<file path="src/rtl/memory.sv">
// 32 x 8 single-port program/data memory for the simple RISC processor.
// Synchronous write, registered read, asynchronous clear of the whole array.
module memory #(
    parameter int DATA_WIDTH = 8,
    parameter int ADDR_WIDTH = 5,
    parameter int DEPTH      = 2 ** ADDR_WIDTH
) (
    input  logic                  clk,
    input  logic                  rst,
    input  logic                  rd,
    input  logic                  wr,
    input  logic [ADDR_WIDTH-1:0] addr,
    input  logic [DATA_WIDTH-1:0] data_in,
    output logic [DATA_WIDTH-1:0] data_out
);

    // Flip-flop storage so that every word clears on reset.
    logic [DATA_WIDTH-1:0] mem [DEPTH];

    // Write has priority. A simultaneous read is dropped, and data_out holds.
    always_ff @(posedge clk or negedge rst) begin
        if (!rst) begin
            for (int i = 0; i < DEPTH; i++) begin
                mem[i] <= '0;
            end
            data_out <= '0;
        end else begin
            if (wr) begin
                mem[addr] <= data_in;
            end else if (rd) begin
                data_out <= mem[addr];
            end
        end
    end

endmodule

</file>
<file path="config.mk">
export PLATFORM = sky130hd
export DESIGN_NAME = memory
export DESIGN_NICKNAME = d
export VERILOG_FILES = /design/src/rtl/memory.sv
export SDC_FILE = /design/constraint.sdc
export NUM_CORES = 1
export LEC_CHECK = 0
export CAP_MARGIN = 10
export CORE_ASPECT_RATIO = 2
export CORE_MARGIN = 2
export CORE_UTILIZATION = 35
export CTS_CLUSTER_DIAMETER = 120
export DETAILED_ROUTE_END_ITERATION = 10
export GPL_ROUTABILITY_DRIVEN = 1
export SLEW_MARGIN = 15
export SYNTH_ARGS = -nofsm -noshare
export SYNTH_HDL_FRONTEND = slang
export SYNTH_SLANG_ARGS = --single-unit
export TNS_END_PERCENT = 20
</file>
<file path="constraint.sdc">
create_clock -name clk -period 2.1 [get_ports clk]
set_input_delay 0.315 -clock clk [delete_from_list [all_inputs] [get_ports clk]]
set_output_delay 0.315 -clock clk [all_outputs]
set_load 0.01 [all_outputs]
</file>
=== Yosys cells after proc, flatten, opt, wreduce, memory -nomap -nowiden ===
Cells that the tools add are included.

* Register bits after elaboration: 264
* Output and inout bits: 8
* Logic and storage cells: 45
* Bits of input ports: 17

* Reduce and logical (&&, ||, !) cells: 2
* Bitwise logic cells: 2
* Mux-type cells: 6
* $lt $le $gt $ge: 2

{| class="wikitable"
|+ Operator list
! kind !! number
|-
| bitwise mux 256 bit || 1
|-
| binary-select mux 8 bit (select 5 bit) || 1
|-
| demux 8 bit (select 5 bit) || 1
|-
| two-way mux 8 bit || 3
|-
| greater-or-equal comparator 6 bit (second input constant) || 1
|-
| less-than comparator 6 x 1 -> 1 bit (second input constant) || 1
|-
| NOT 5 -> 6 bit || 1
|-
| AND reduction 2 bit || 1
|-
| logical AND 1 bit || 1
|-
| NOT 1 bit || 1
|}

=== Longest topological paths before layout ===
Gate-level depths: netlist (run 1).

* Depth after elaboration: 6
* Depth in mapped cells: 8
* Gate-level depth less buffers: 4

=== Worst setup path before layout (run 1) ===
Ideal clock, no wire load.

* Kind: in2reg
* Start point: input addr[2]
* End point: register mem[168] (netlist bit)
* Setup time: 0.125 ns
* Path slack: 0.373 ns
* Stages: 5
* Required time: 1.975 ns
* Path buffers: 2
* Data arrival time: 1.602 ns
* Cell sequence: buf_6 or3b_2 buf_2 nor2_8 mux2_2

* Word-level cells in the longest chain between the ends: 6
* Elaborated cells on any way between the ends: 7
* Those cells by class: order compare (2); mux (3); bitwise (1); reduce/logical (1)

{| class="wikitable"
|+ Ends and longest elaborated chain
! item !! line !! source
|-
| from (decl) || 12 || <nowiki>input logic [ADDR_WIDTH-1:0] addr,</nowiki>
|-
| NOT 5 -> 6 bit (not written as such) (*) || 29 || <nowiki>mem[addr] <= data_in;</nowiki>
|-
| greater-or-equal comparator 6 bit (not written as such) or less-than comparator 6 x 1 -> 1 bit (tied branches) || 29 ||
|-
| logical AND 1 bit (not written as such) || 29 ||
|-
| two-way mux 8 bit (not written as such) || 29 ||
|-
| demux 8 bit (select 5 bit) (*) || 29 ||
|-
| bitwise mux 256 bit (*) || 29 ||
|-
| to (signal, indexed assignment) || 29 ||
|-
| to (decl) || 18 || <nowiki>logic [DATA_WIDTH-1:0] mem [DEPTH];</nowiki>
|}

Mark *: on every way between the ends. The rest lies on a longest branch, timed or not.
A chain may end at the register's enable or synchronous reset.

=== Worst setup path in the final report (run 1) ===
* Start point: register data_out[1]
* End point: output data_out[1]

{| class="wikitable"
|+ RTL lines
! item !! line !! source
|-
| from (decl) || 14 || <nowiki>output logic [DATA_WIDTH-1:0] data_out</nowiki>
|-
| from (signal assigned) || 31 || <nowiki>data_out <= mem[addr];</nowiki>
|}

No word-level cell between the ends.

==> results of run 1 <==
## kinds of logic after synthesis
group	Yosys count	share of synthesized area, %
AND/OR/NAND/NOR	106	6.80
AO/OA/AOI/OAI	50	2.92
multiplexers	343	34.5
buffers and inverters	59	2.87
flip-flops	264	52.9
## state kept, by name, indices dropped and copies added (netlist names)
name	flops
mem	256
data_out	8
## final timing paths
kind	end	slack (ns)	cells after the start	from
worst max-delay path	data_out[1]	0.18	1	data_out[1]
worst min-delay path	mem[254]	0.31	2	rst
worst max register to register	data_out[6]	0.30	4	mem[134]
worst min register to register	mem[234]	0.49	1	mem[234]
max in group asynchronous	mem[29]	1.03	3	rst
min in group clk	mem[234]	0.49	1	mem[234]
## placed cells by master (no fill, tap or decap), types with 14 or more instances in the layout
master / n
mux2i_1: 38
nor2_2: 14
mux2_2: 255
clkbuf_16: 25
nor2_1: 15
mux4_2: 40
clkdlybuf4s50_1: 21
buf_4: 96
dfrtp_1: 264
buf_12: 23
## layer usage
metal | global-route usage (%) | share of wire (%) | vias up | wire [um]
li1 | - | - | 3271 | -
met1 | 20.9 | 35 | 3998 | 12100
met2 | 36.3 | 57 | 124 | 19500
met3 | 1.87 | 2.7 | 65 | 913
met4 | 9.47 | 5.4 | 0 | 1840
met5 | 0 | 0 | - | 0
## cells in the mapped netlist, types with 2 or more instances
cell | count | area (um^2)
nand4bb_1 | 2 | 22.5
nor2_2 | 14 | 87.6
nand2_2 | 6 | 37.5
dfrtp_1 | 264 | 6610
or3b_2 | 2 | 17.5
nand3_1 | 5 | 25.0
nand3_4 | 4 | 70.1
nor3_1 | 5 | 25.0
mux2_2 | 255 | 2870
and3_1 | 3 | 18.8
a211oi_1 | 4 | 30.0
mux4_1 | 3 | 78.8
and2_1 | 2 | 12.5
nand2_1 | 7 | 26.3
nor3b_2 | 2 | 25.0
o21ai_0 | 4 | 20.0
nand2b_1 | 5 | 31.3
clkbuf_1 | 26 | 97.6
nor2_1 | 15 | 56.3
buf_4 | 12 | 90.1
mux2_1 | 7 | 78.8
mux2i_1 | 38 | 380
buf_6 | 7 | 78.8
a31oi_1 | 4 | 25.0
a41oi_1 | 6 | 52.6
o32ai_1 | 4 | 35.0
nor2_8 | 9 | 180
mux4_2 | 40 | 901
nand4_2 | 2 | 25.0
buf_2 | 9 | 45.0
nor2b_1 | 7 | 43.8
o22ai_1 | 11 | 68.8
a22oi_1 | 9 | 67.6
nor4_1 | 2 | 12.5
## where the power goes
group	switching, mW	internal (mW)
registers	0.513	6.07
clock network	1.94	2.66
logic	1.07	1.40
total	3.52	10.1
## area by class of cell
cell class | instances | share of cell area [%]
Inverter | 2 | 0.0503
Clock inverter | 6 | 0.553
Multi-Input combinational cell | 499 | 37.0
Sequential cell | 264 | 44.2
Timing Repair Buffer | 142 | 9.49
Tap cell | 445 | 3.73
Clock buffer | 36 | 4.94
==> flow_results.org, run 1 <==
** Outcome
- The run finished with clean final reports.

** Layout
- Proportion of layout cells with a drive suffix above 1 :: a little over half
- Cells fill 42.6% of the core in the end.
- Synthesis-to-finish area growth :: 19.6%
- Layout Cell Area excl Fill :: ~15000 um^2
- Fill cells in the final layout number 3194.
- In the final layout, flip-flops and latches occupy between 6000 and 7000 um^2.
- In the final design database the tool counted between 900 and 1000 nets.
- Excluding fillers, the count of instances in the completed layout stands at around 1400.
- Area of combinational cells with multiple inputs :: approximately 5500 um^2
- The repair_antennas step left the layout with diodes totalling 0.

** Place
- Number of input and output port buffers inserted :: 24
- Including well taps, the total number of placed cells is 1351.
- Placer Congestion :: ~0.94
- Post-placement cell area :: between 10000 and 15000 um^2
- Estimated wirelength of the detail-placed design :: ~25000 um
- Timing analysis after detailed placement gives a worst setup slack of -0.352 ns.

** Drt
- The routed layout has 7458 vias.
- Post-detailed-route wirelength per cell :: around 25 um
- Antenna-violating nets left :: 0
- For this block, the initial DRC count from the detailed router was 446.
- After detailed routing, the number of remaining DRC violations is 0.
- The first detailed-routing pass ran for 4 iterations.
- Using the TritonRoute via totals, the vias-per-cell ratio works out to 5.35.
- Wires add up to ~34000 um.

** Clock network
- The number of clock buffers added by TritonCTS is 24.
- Buffers inserted to repair hold after CTS numbered 1.
- TritonCTS built the clock tree.
- Root Buffer Master :: clkbuf_16
- For the worst-skew pair, the clock arrives at the later sink with an insertion delay of approximately 0.54 ns.
- Buffer levels on the longest clock path :: 3
- In this run, post-CTS repair resized a total of 0 instances.
- In this run the number of H-tree levels came out at 1.
- The tree built by TritonCTS fans out to about 260 sinks.
- # Post-CTS Setup Buffers :: 0
- CTS clock-pin slew for the worst setup and hold paths :: roughly 0.070 ns

** Synthesis
- Share of synthesized area occupied by flip-flops and latches :: around 53%
- Counting flops with an async set or reset pin after synthesis yields a share of 100%.
- The Yosys step of the flow raised 0 warnings.
- Synthesis handed over a netlist of approximately 800 instances.
- Counting flops and latches in the post-synthesis netlist gives 264.
- The most used flip-flop cell after synthesis is dfrtp_1.
- Yosys mapped the design onto between 60 and 70 distinct sky130hd cell types.
- Number of nets in the synthesized netlist :: between 800 and 900
- Number of flops mapped to enable cells by yosys :: 0
- Avg Inst Size Synth :: around 15 um^2
- Synth Cell Area :: ~12000 um^2

** Die
- Once the floorplan was initialized, standard cells occupied a little over a third of the core.
- Floorplan die area :: ~37000 um^2
- Measured along the y axis, the die boundary spans ~270 um.
- In this run the count of I/O pins placed on the die edge is 25.
- Die extent in x :: between 100 and 150 um
- Row generation in the floorplan step produced 97 rows.
- Core Area :: approximately 35000 um^2

** STA
- Derived from the worst setup path, the maximum achievable clock frequency is approximately 0.52 GHz.
- Headroom to the max-slew limit came out at approximately 60%.
- Tmin final :: 1.92 ns
- Setup total negative slack on the finished layout was measured at 0 ns.
- Final number of hold-violating endpoints :: 0
- The clock arrives with approximately 0.010 ns of skew.
- At the pin with the least slew margin, the transition time is ~0.60 ns.
- Hold slack :: approximately 0.31 ns
- Total count of max-transition violations in the final report :: 0
- Setup repair after global routing left no endpoint under its margin.
- Minimum setup slack in the final design :: 0.177 ns
- Of the available clock period, the critical path in the final layout requires between 90% and 100%.
- Setup violations remaining at the end of the flow were counted as 0.

** Power and ir drop
- Total power density per cell area :: 914 nW/um^2
- The analysis attributes to cell leakage a power of between 6 and 7 nW.
- Total power :: roughly 14 mW
- VDD sags by at most 0.499 mV.

** Worst setup path
- Critical-path cell list :: clkdlybuf4s50_1
- Number of buffer and inverter stages on the critical path :: 1
- For this run, the slowest stage of the critical path takes between 0.5 and 0.6 ns.
- Of all nets on the critical path, the largest fanout is 2.
- Kind of start point of the critical path :: flip-flop
- Family of cells with the greatest summed delay on the critical path :: buffers and inverters
- Setup crit end kind :: output port
- The largest individual stage delay along the critical path comes from the cell clkdlybuf4s50_1.
- For the worst setup path, the data required time is around 1.8 ns.
- Data on the critical path arrives at its endpoint at between 1.5 and 2 ns.
- Classification of the worst setup path :: reg -> out

** Global route
- Number of antenna violations at the first check in global routing :: 0
- The number of global-route vias before repair was between 8000 and 9000.
- The first global-routing pass estimated about 53000 um of wire.
- Global-route total usage across every layer :: around a fifth
- Remaining Overflow, GRT :: 0
- Entering global routing, the biggest net connects between 60 and 70 pins.

** Run
- Number of max-capacitance violations reported :: 0

** Hold path
- The worst hold path belongs to the class in -> async.
No activity file was read; power rests on OpenSTA's default activity.
==> run 2, diff against run 1 <==
--- a/config.mk
+++ b/config.mk
@@ -10,9 +10,9 @@
 export CORE_MARGIN = 2
 export CORE_UTILIZATION = 35
 export CTS_CLUSTER_DIAMETER = 120
+export CTS_CLUSTER_SIZE = 16
 export DETAILED_ROUTE_END_ITERATION = 10
 export GPL_ROUTABILITY_DRIVEN = 1
-export SLEW_MARGIN = 15
 export SYNTH_ARGS = -nofsm -noshare
 export SYNTH_HDL_FRONTEND = slang
 export SYNTH_SLANG_ARGS = --single-unit
==> run 2 against run 1 <==
  * Count of clock-buffer cells in the layout is 15 lower
  * Non-clock buffer count stayed put
  * Combinational power hardly changed
  * Clock skew is 0.010 ns higher
  * Core utilization is 0.81 points lower
  * Setup slack better by 0.0023 ns
  * First-iteration DRC count is 8.7% higher
  * Global-route usage is 0.057 points lower
  * Total power is 7.8% lower
  * Fmax is 0.12% higher
  * Largest cell class unchanged
==> flow_results.org, run 2 (synthesis gave the netlist of run 1 again) <==
** Worst setup path
- Setup crit end kind :: flip-flop
- Slowest stage cell on the critical path :: clkdlybuf4s50_1
- Arrival time of the worst setup path :: around 2.4 ns
- In this run the critical register-to-register path is launched from mem[134].
- Family of cells with the greatest summed delay on the critical path :: buffers and inverters
- For flop-to-flop paths, the worst setup slack is 0.30 ns.
- The number of buffers and inverters on the critical path is 3.
- Crit path depth :: 7
- The worst register-to-register path ends at data_out[6].
- Kind of start point of the critical path :: input port
- Classification of the worst setup path :: in -> reg
- Traced cell by cell, the critical path runs through clkdlybuf4s50_1, buf_4, buf_4, or4b_4, o22ai_1, nor3_1, a41oi_1.
- Measured in cells, the most critical reg-to-reg path has a length of 4.
- The critical path starts at addr[3].
- Required @ worst endpoint :: around 2.6 ns
- Cell type with the highest occurrence count on the critical path :: buf_4
- The largest single stage delay on the critical path is 0.53 ns.
- Critical path endpoint :: data_out[5]
- In this run the worst path has a maximum fanout of 17.

** Place
- Routability-driven placement finished with a final weighted congestion of 0.940.
- Estimated wirelength of the detail-placed design :: between 20000 and 30000 um
- Buffers placed on the I/O ports in this run total 24.

** Global route
- The first global-routing pass estimated around 53000 um of wire.
- The number of antenna violations at the first check in global routing is 0.
- Across every metal layer, demand over resource in global routing totals 19.2%.
- Via count of the first global-routing pass :: 8038
- Remaining Overflow, GRT :: 0
- Entering global routing, the biggest net connects roughly 70 pins.

** Layout
- From synthesis to final layout, the design area changed by 17.3%.
- The library cell used most frequently in the layout, excluding fill and tap cells, is dfrtp_1.
- Final layout net count :: roughly 950
- The largest registers in the layout are mem (256), data_out (8).
- Proportion of layout cells with a drive suffix above 1 :: 52.1%
- Commonest cells after routing, fill and taps aside :: 264 x dfrtp_1, 255 x mux2_2, 96 x buf_4
- Register containing the most flip-flops in the final layout :: mem
- Max FFs per register :: 256
- The number of antenna diodes in the final layout is 0.

** Die
- Die height :: roughly 270 um
- Std-Cell Rows :: between 90 and 100
- The die covers roughly 37000 um^2.
- The initial utilization of the core area, before any placement, comes to 35.6%.
- 25 I/O pins were placed.
- Core Area :: about 35000 um^2
- The die is approximately 140 um wide.

** STA
- Derived from the worst setup path, the maximum achievable clock frequency is 0.521 GHz.
- Tmin final :: ~1.9 ns
- Setup violations remaining at the end of the flow were counted as 0.
- Across the routed clock network, the largest skew measured is roughly 0.020 ns.
- Across all hold checks on the routed design, the worst slack comes to ~0.33 ns.
- The final count of hold timing violations is 0.
- RSZ-0062 raised after global routing :: false
- Total count of max-transition violations in the final report :: 0
- Worst slew pin tran :: between 0.5 and 0.6 ns
- The worst path uses approximately nine tenths of the clock period.
- Remaining max-slew budget at the tightest pin :: 60.5%

** Drt
- The count of nets left with antenna violations once routing finished came out at 0.
- Total number of vias :: between 7000 and 8000
- For this block, the routed nets add up to around 34000 um of wire.
- Post-detailed-route wirelength per cell :: about 25 um
- The detailed router finished its first iteration with 485 violations.
- The first TritonRoute pass finished after 7 iterations.
- Using the TritonRoute via totals, the vias-per-cell ratio works out to approximately 5.4.
- Residual DRC :: 0

** Power and ir drop
- In this run the static leakage power is ~6.6 nW.
- Power comes to 12.6 mW.
- In this run the power density over the cells is about 860 nW/um^2.
- Peak ir drop on the vdd network :: around 0.57 mV

** Clock network
- Clock buffers created by TritonCTS :: 20
- Clock tree from TritonCTS :: yes
- Clock latency on the worst-skew pair, taken at its later pin, is about 0.52 ns.
- Root Buffer Master :: clkbuf_16
- After clock tree synthesis, the repair step resized 0 gates.
- H-tree levels :: 1
- Once the clock tree was built, the setup fixing pass inserted 0 buffers.
- After clock tree synthesis, the clock-pin slew on the worst setup and hold paths is about 0.08 ns.
- Clock tree synthesis found a total of 264 sinks.
- Buffers inserted to repair hold after CTS numbered 1.
- Counting along the longest clock path gives a buffer depth of 3.

** Hold path
- Worst hold path class :: in -> async

** Outcome
- Result of the run :: finished, final reports clean

** Run
- Number of max-capacitance violations reported :: 0
-- run 2: changes by cell type in the layout (fill, tap and decap cells not counted) --
cell,previous run,this run
bufinv_16,2,0
clkbuf_16,25,21
clkbuf_1,4,0
clkinvlp_4,1,0
clkbuf_8,7,0
inv_6,0,1
clkinv_2,3,0
-- run 2: worst min-delay path by stage --
stage	from	cells past startpoint	to
6_report	rst	2	mem[254]
3_5_place_dp	rst	1	mem[235]
5_1_grt	rst	2	mem[254]
2_1_floorplan	rst	0	data_out[0]
4_1_cts	rst	2	mem[254]
3_3_place_gp	rst	1	mem[248]
-- run 2: where the power goes --
group          leakage, nW  total (mW)  internal [mW]  switching (mW)
clock network        0.263        3.54           1.78            1.77
registers             3.37        6.57           6.06           0.513
logic                 2.95        2.46           1.40            1.07
-- run 2: layer usage --
metal	up-vias	track usage, %	routed length, um
li1	3253	-	-
met2	130	36.7	19600
met4	0	8.27	1460
met1	4023	21.0	12300
met3	52	1.79	885
met5	-	0	0
-- run 2: cell type report --
cell class | instances | area, um^2
Clock buffer | 21 | 526
Clock inverter | 1 | 8.76
Fill cell | 3198 | 20400
Inverter | 2 | 7.51
Multi-Input combinational cell | 499 | 5520
Sequential cell | 264 | 6610
Tap cell | 445 | 557
Timing Repair Buffer | 142 | 1420
-- run 2: through the flow --
step / TNS, ns / cells / instance area, um^2 / utilization [%] / setup WS [ns]
2_1_floorplan: 0 / 822 / 12500 / - / 0.373
3_3_place_gp: -27.26 / 1351 / 14100 / 40.2 / -0.357
3_5_place_dp: -27.62 / 1351 / 14100 / 40.2 / -0.352
4_1_cts: 0 / 1374 / 14600 / 41.8 / 0.173
5_1_grt: 0 / 1374 / 14600 / 41.8 / 0.166
6_report: 0 / 1374 / 14600 / 41.8 / 0.179
==> run 3, diff against run 2 <==
--- a/config.mk
+++ b/config.mk
@@ -16,4 +16,4 @@
 export SYNTH_ARGS = -nofsm -noshare
 export SYNTH_HDL_FRONTEND = slang
 export SYNTH_SLANG_ARGS = --single-unit
-export TNS_END_PERCENT = 20
+export TNS_END_PERCENT = 10
==> results of run 3 <==
No change in the layout: final DEF, timing and power equal those of run 2.
